--- src/rtl/stream_mux_pkg.sv ---
// stream_mux_pkg -- shared types and helpers for stream_mux_n.
//   lock_state_t : packet lock state (UNLOCKED / LOCKED)
//   rr_pick()    : rotating-priority search over a valid vector
package stream_mux_pkg;

  typedef enum logic {
    UNLOCKED = 1'b0,
    LOCKED   = 1'b1
  } lock_state_t;

  // Upper bound on channel count that rr_pick can search.
  localparam int RR_MAX_CH = 32;

  // Returns the first set bit of valid[n-1:0], starting the search at
  // ptr+1 and wrapping modulo n. Returns -1 when no bit is set.
  // The loop walks from the farthest candidate to the nearest, so the
  // nearest hit is the last assignment and therefore wins.
  function automatic int rr_pick(input logic [RR_MAX_CH-1:0] valid,
                                 input int ptr, input int n);
    int idx;
    rr_pick = -1;
    for (int k = RR_MAX_CH; k >= 1; k--) begin
      if (k <= n) begin
        idx = ptr + k;
        if (idx >= n) idx = idx - n;
        if (valid[idx]) rr_pick = idx;
      end
    end
  endfunction

endpackage

--- src/rtl/stream_mux_out_reg.sv ---
// stream_mux_out_reg -- single-entry output register slice.
//   clk, rst_n              : clock, async active-low reset
//   load                    : capture load_data/last/chan this edge
//   load_data/last/chan     : beat to capture
//   out_ready               : downstream accept
//   load_ok                 : register is free or draining this cycle
//   out_valid/data/last/chan: registered beat
// With load asserted only when load_ok=1 this gives full throughput:
// a beat leaving and a new beat entering in the same cycle.
module stream_mux_out_reg #(
  parameter int WIDTH = 100,
  parameter int SELW  = 2
) (
  input  logic             clk,
  input  logic             rst_n,
  input  logic             load,
  input  logic [WIDTH-1:0] load_data,
  input  logic             load_last,
  input  logic [SELW-1:0]  load_chan,
  input  logic             out_ready,
  output logic             load_ok,
  output logic             out_valid,
  output logic [WIDTH-1:0] out_data,
  output logic             out_last,
  output logic [SELW-1:0]  out_chan
);

  assign load_ok = !out_valid || out_ready;

  always_ff @(posedge clk or negedge rst_n) begin
    if (!rst_n) begin
      out_valid <= 1'b0;
      out_data  <= '0;
      out_last  <= 1'b0;
      out_chan  <= '0;
    end else if (load) begin
      out_valid <= 1'b1;
      out_data  <= load_data;
      out_last  <= load_last;
      out_chan  <= load_chan;
    end else if (out_ready) begin
      // Drained with nothing new: drop valid, keep payload as-is.
      out_valid <= 1'b0;
    end
  end

endmodule

--- src/rtl/stream_mux_n.sv ---
// stream_mux_n -- N-to-1 packet-aware stream multiplexer.
//   clk, rst_n        : clock, async active-low reset
//   in_valid/in_ready : per-channel handshake (N bits)
//   in_data           : channel i at [i*WIDTH +: WIDTH]
//   in_last           : per-channel end-of-packet
//   sel               : requested channel, sampled only when unlocked
//   rr_mode           : (STREAM_MUX_N_RR_EN only) round-robin grant
//   out_valid/ready   : output handshake
//   out_data/last/chan: registered beat and its source channel
// Once a multi-beat packet starts, the mux locks onto that channel until
// its last beat transfers. Build option: define STREAM_MUX_N_RR_EN to add
// the rr_mode input and the round-robin pointer.
module stream_mux_n
  import stream_mux_pkg::*;
#(
  parameter int WIDTH = 100,
  parameter int N     = 4,
  parameter int SELW  = $clog2(N)
) (
  input  logic               clk,
  input  logic               rst_n,
  input  logic [N-1:0]       in_valid,
  output logic [N-1:0]       in_ready,
  input  logic [N*WIDTH-1:0] in_data,
  input  logic [N-1:0]       in_last,
  input  logic [SELW-1:0]    sel,
`ifdef STREAM_MUX_N_RR_EN
  input  logic               rr_mode,
`endif
  output logic               out_valid,
  input  logic               out_ready,
  output logic [WIDTH-1:0]   out_data,
  output logic               out_last,
  output logic [SELW-1:0]    out_chan
);

  localparam logic [SELW:0] N_L = (SELW+1)'(N);

  lock_state_t               state;
  logic [SELW-1:0]           lock_chan;
  logic [SELW-1:0]           cur;
  logic                      cur_ok;
  logic                      load_ok;
  logic                      xfer;
  logic [N-1:0][WIDTH-1:0]   in_vec;

  assign in_vec = in_data;

`ifdef STREAM_MUX_N_RR_EN
  logic [SELW-1:0] rr_ptr;
  int              rr_idx;
  always_comb rr_idx = rr_pick(RR_MAX_CH'(in_valid), int'(rr_ptr), N);
`endif

  // Current channel: latched while locked, else sel (or round-robin).
  // An out-of-range sel leaves cur_ok low so nothing is granted.
  always_comb begin
    cur    = sel;
    cur_ok = ({1'b0, sel} < N_L);
`ifdef STREAM_MUX_N_RR_EN
    if (rr_mode) begin
      cur    = SELW'(rr_idx);
      cur_ok = (rr_idx >= 0);
    end
`endif
    if (state == LOCKED) begin
      cur    = lock_chan;
      cur_ok = 1'b1;
    end
  end

  // rst_n gating keeps in_ready low for the whole reset, since the
  // cleared output register would otherwise report load_ok=1.
  always_comb begin
    in_ready = '0;
    if (rst_n && cur_ok && load_ok) in_ready[cur] = 1'b1;
  end

  assign xfer = |(in_valid & in_ready);

  always_ff @(posedge clk or negedge rst_n) begin
    if (!rst_n) begin
      state     <= UNLOCKED;
      lock_chan <= '0;
`ifdef STREAM_MUX_N_RR_EN
      rr_ptr    <= SELW'(N-1);
`endif
    end else if (xfer) begin
      case (state)
        UNLOCKED: begin
`ifdef STREAM_MUX_N_RR_EN
          // First beat of a packet moves the rotating priority.
          rr_ptr <= cur;
`endif
          if (!in_last[cur]) begin
            state     <= LOCKED;
            lock_chan <= cur;
          end
        end
        LOCKED: if (in_last[cur]) state <= UNLOCKED;
        default: state <= UNLOCKED;
      endcase
    end
  end

  stream_mux_out_reg #(.WIDTH(WIDTH), .SELW(SELW)) u_out_reg (
    .clk       (clk),
    .rst_n     (rst_n),
    .load      (xfer),
    .load_data (in_vec[cur]),
    .load_last (in_last[cur]),
    .load_chan (cur),
    .out_ready (out_ready),
    .load_ok   (load_ok),
    .out_valid (out_valid),
    .out_data  (out_data),
    .out_last  (out_last),
    .out_chan  (out_chan)
  );

endmodule

--- config.mk ---
export PLATFORM = sky130hd
export DESIGN_NAME = stream_mux_n
export DESIGN_NICKNAME = d
export VERILOG_FILES = /design/src/rtl/stream_mux_pkg.sv /design/src/rtl/stream_mux_out_reg.sv /design/src/rtl/stream_mux_n.sv
export SDC_FILE = /design/constraint.sdc
export NUM_CORES = 1
export LEC_CHECK = 0
export CORE_AREA = 2 2 201 203
export CTS_CLUSTER_SIZE = 25
export DETAILED_ROUTE_END_ITERATION = 6
export DIE_AREA = 0 0 203 205
export GPL_TIMING_DRIVEN = 0
export PLACE_DENSITY = 0.53
export SYNTH_ARGS = -nofsm -noshare
export SYNTH_HDL_FRONTEND = slang
export SYNTH_SLANG_ARGS = --single-unit
--- constraint.sdc ---
create_clock -name clk -period 1.96 [get_ports clk]
set_input_delay 0.392 -clock clk [delete_from_list [all_inputs] [get_ports clk]]
set_output_delay 0.392 -clock clk [all_outputs]
set_load 0.02 [all_outputs]
==> results.json, run 1 <==
{
  "ant_nets": 0,
  "clk_latency_ns": 0.37,
  "htreeDepth": 3,
  "slowest_stage": "mux4_2",
  "worst-slew-pin-transition_ns": 0.805,
  "die_w_microns": 203,
  "path_buf_inv": 2,
  "reg2reg_to": "u_out_reg.out_data[57]",
  "drt_iter0_markers": 142,
  "yosys_warnings": 0,
  "synth_fa_ha_area_share_pct": 0,
  "criticalPathCategory": "reg2reg",
  "p_comb_share_pct": 72.0,
  "drt-pass1-iter-count": 4,
  "ys_top_cells_by_area": "mux2i_1, dfrtp_1, mux2_1, mux2_2, buf_6",
  "cts.sinks": 107,
  "setup_viol_count_final": 109,
  "antenna_found_initial": 0,
  "place.gp.congestion": 0.784,
  "cts_tree": "done",
  "synth-main-ff-cell": "dfrtp_1",
  "vdd_drop_max_uv": 542,
  "die_h_microns": 205,
  "wl_per_cell_microns": 20.4,
  "synth_compound_area_share_pct": 0.596,
  "synthMuxAreaShare_pct": 58.2,
  "cellInternalPower_mw": 12.7,
  "cts-root-buf": "clkbuf_16",
  "core-area_sq_um": 39400,
  "syn_inst": 584,
  "area_growth_pct": 100,
  "failed_checks": "negative setup slack",
  "status": "complete, but fails checks",
  "start_util_pct": 18.7,
  "seqPwrFrac_pct": 19.0,
  "synth.largest_area_cell": "mux2i_1",
  "vias": 6950,
  "synthTopCellsByCount": "mux2i_1, dfrtp_1, mux2_1",
  "switching_share_pct": 39.8,
  "cp_top_family": "multiplexers",
  "worst_r2r_path_depth": 6,
  "cts_buffers": 9,
  "rrSetupSlack_ns": -0.30,
  "viasPerCell": 4.14,
  "p_switching_mw": 8.39,
  "startpoint_type": "register",
  "skew_ns": 0.0123,
  "clockBufferDepth": 2,
  "fillers": 3905,
  "async_flop_share_pct": 100,
  "synth_top_family_by_area": "multiplexers",
  "synth_area_sq_um": 7350,
  "pre_cts_slack_ns": -1.74,
  "grt_max_degree": 30,
  "power.leakage_nw": 6.70,
  "syn-num-nets": 997,
  "multiInputGateArea_sq_um": 4800,
  "seq_area_frac_synth_pct": 36.5,
  "ys_types": 25,
  "slowest_delay_ns": 0.53,
  "min_period_ns": 2.26,
  "cp_max_fo": 10,
  "drive_above_1_share_pct": 19.1,
  "pwr_density_cell_nw_per_um2": 1430,
  "max-slew-margin-rel_pct": 46.4,
  "regArea_sq_um": 2680,
  "cp.required_ns": 2.21,
  "maxCapViolCount": 0,
  "finalNetCount": 1561,
  "synth_edf_count": 0,
  "yosys.area_share.simple_pct": 0.852,
  "dieArea_sq_um": 41600,
  "max_clock_freq_ghz": 0.443,
  "cp-end-kind": "register",
  "fin_util_pct": 37.3,
  "antenna_cells": 0,
  "clkPwrFrac_pct": 9.0,
  "port_buffers": 520,
  "path_clk_slew_ns": 0.08,
  "drc": 0,
  "yosysMostFrequentCell": "mux2i_1",
  "post-route-worst-setup-slack_ns": -0.296,
  "overflow": 0,
  "final_max_slew_viol_count": 0,
  "r2r_start": "state",
  "hold_violations": 0,
  "grt_pass1_vias": 7490,
  "fin_crit_sh_pct": 115,
  "rows": 73,
  "hold_class": "in2async",
  "synth-seq-cells": 107,
  "grt_pass1_wl_microns": 47800,
  "synth-xor-area-share_pct": 0,
  "synth.avg_cell_area_sq_um": 12.6,
  "netlist.area_leader.share_pct": 41.3,
  "ioPinCount": 521,
  "grt_usage_pct": 15.7,
  "wl_microns": 34300,
  "worstPathCellList": "mux2_4 -> mux4_2 -> nand2_8 -> buf_12 -> buf_12 -> mux2_4",
  "worstPathArrival_ns": 2.51,
  "rsz0062_at_grt": "yes",
  "hpwl_microns": 26400
}
[power groups by stage]
stage	combinational, mW	clock (mW)	sequential [mW]
2_1_floorplan	6.11	0	5.33
3_3_place_gp	12.8	0	3.94
3_5_place_dp	12.8	0	3.98
4_1_cts	14.6	1.99	3.97
5_1_grt	16.1	2.05	4.15
6_report	15.2	1.89	4.00
[how the worst max path moves through the flow]
stage,end,from,depth (start not counted),slack [ns]
finish,u_out_reg.out_data[57],state,6,-0.30
global route,u_out_reg.out_data[58],state,8,-0.37
detailed placement,u_out_reg.out_data[85],sel[1],8,-1.74
CTS,u_out_reg.out_data[41],state,7,-0.35
global placement,in_ready[3],rst_n,4,-5.23
floorplan,u_out_reg.out_data[11],state,7,-0.21
[metrics by stage]
step                      hold WS, ns  area, sq um  TNS [ns]  power (mW)  instances
after floorplan                0.0964         7370    -17.23        11.4        584
after global placement          0.473        13200   -985.01        16.8       1629
after detailed placement        0.387        13300   -151.90        16.8       1630
after CTS                      0.0330        14300    -32.70        20.6       1668
after global routing           0.0470        14700    -32.48        22.3       1678
final                          0.0477        14700    -25.89        21.1       1678
[tightest hold or removal path, delay by kind of cell]
family	cells	cell delay [ns]
buffers and inverters	3	0.40
[repair_timing]
action | 4_1_cts | 5_1_grt
cloned | 3 | 6
hold buffers | 4 | 0
setup endpoints to repair | 110 | 110
buffers inserted | 16 | 8
resized for setup | 148 | 68
hold endpoints to repair | 50 | 0
pin swaps | 1 | 1
[final cells by class]
class | count | share of cell area [%]
Clock buffer | 10 | 1.63
Sequential cell | 107 | 18.2
Tap cell | 525 | 4.47
Timing Repair Buffer | 557 | 39.5
Multi-Input combinational cell | 429 | 32.6
Inverter | 1 | 0.0255
Buffer | 43 | 3.22
Clock inverter | 6 | 0.323
[sequential cells by signal, summed over array words and instances, names as in the netlist]
signal	flops
u_out_reg.out_last	1
lock_chan	2
u_out_reg.out_valid	1
u_out_reg.out_chan	2
u_out_reg.out_data	100
state	1
[cell families after synthesis]
logic type             after synthesis
multiplexers                       410
buffers and inverters               48
flip-flops                         107
AND/OR/NAND/NOR                     12
AO/OA/AOI/OAI                        7
[layout by cell type, fill, tap and decap left out, types with 2 or more instances in the layout]
cell / netlist / routed
and3_4: 0 / 2
clkdlybuf4s50_1: 0 / 513
mux2_4: 1 / 92
buf_16: 0 / 4
inv_6: 0 / 3
buf_6: 9 / 11
dlygate4sd2_1: 0 / 2
clkbuf_4: 0 / 7
mux4_2: 3 / 3
clkbuf_16: 0 / 16
nand2_1: 2 / 2
buf_4: 4 / 20
mux2i_1: 303 / 301
mux2_2: 36 / 12
buf_8: 0 / 4
mux2i_2: 0 / 2
clkbuf_2: 0 / 4
dfrtp_1: 107 / 106
buf_12: 0 / 17
o21ai_0: 2 / 2
nor3_4: 0 / 2
buf_2: 19 / 8
clkbuf_8: 0 / 2
[metal layers]
metal / GRT usage [%] / vias up / part of all wire [%]
met5: 0 / - / 0
met1: 17.7 / 3316 / 39
li1: - / 3303 / -
met4: 5.06 / 0 / 1.9
met3: 4.55 / 27 / 7.8
met2: 28.4 / 304 / 51
Power figures use the tool's default switching activity.
==> inputs of run 2 (changes only) <==
--- a/config.mk
+++ b/config.mk
@@ -6,7 +6,7 @@
 export NUM_CORES = 1
 export LEC_CHECK = 0
 export CORE_AREA = 2 2 201 203
-export CTS_CLUSTER_SIZE = 25
+export CTS_CLUSTER_SIZE = 12
 export DETAILED_ROUTE_END_ITERATION = 6
 export DIE_AREA = 0 0 203 205
 export GPL_TIMING_DRIVEN = 0
==> results of run 2 <==
Final layout, timing and power as in run 1 (identical DEF).
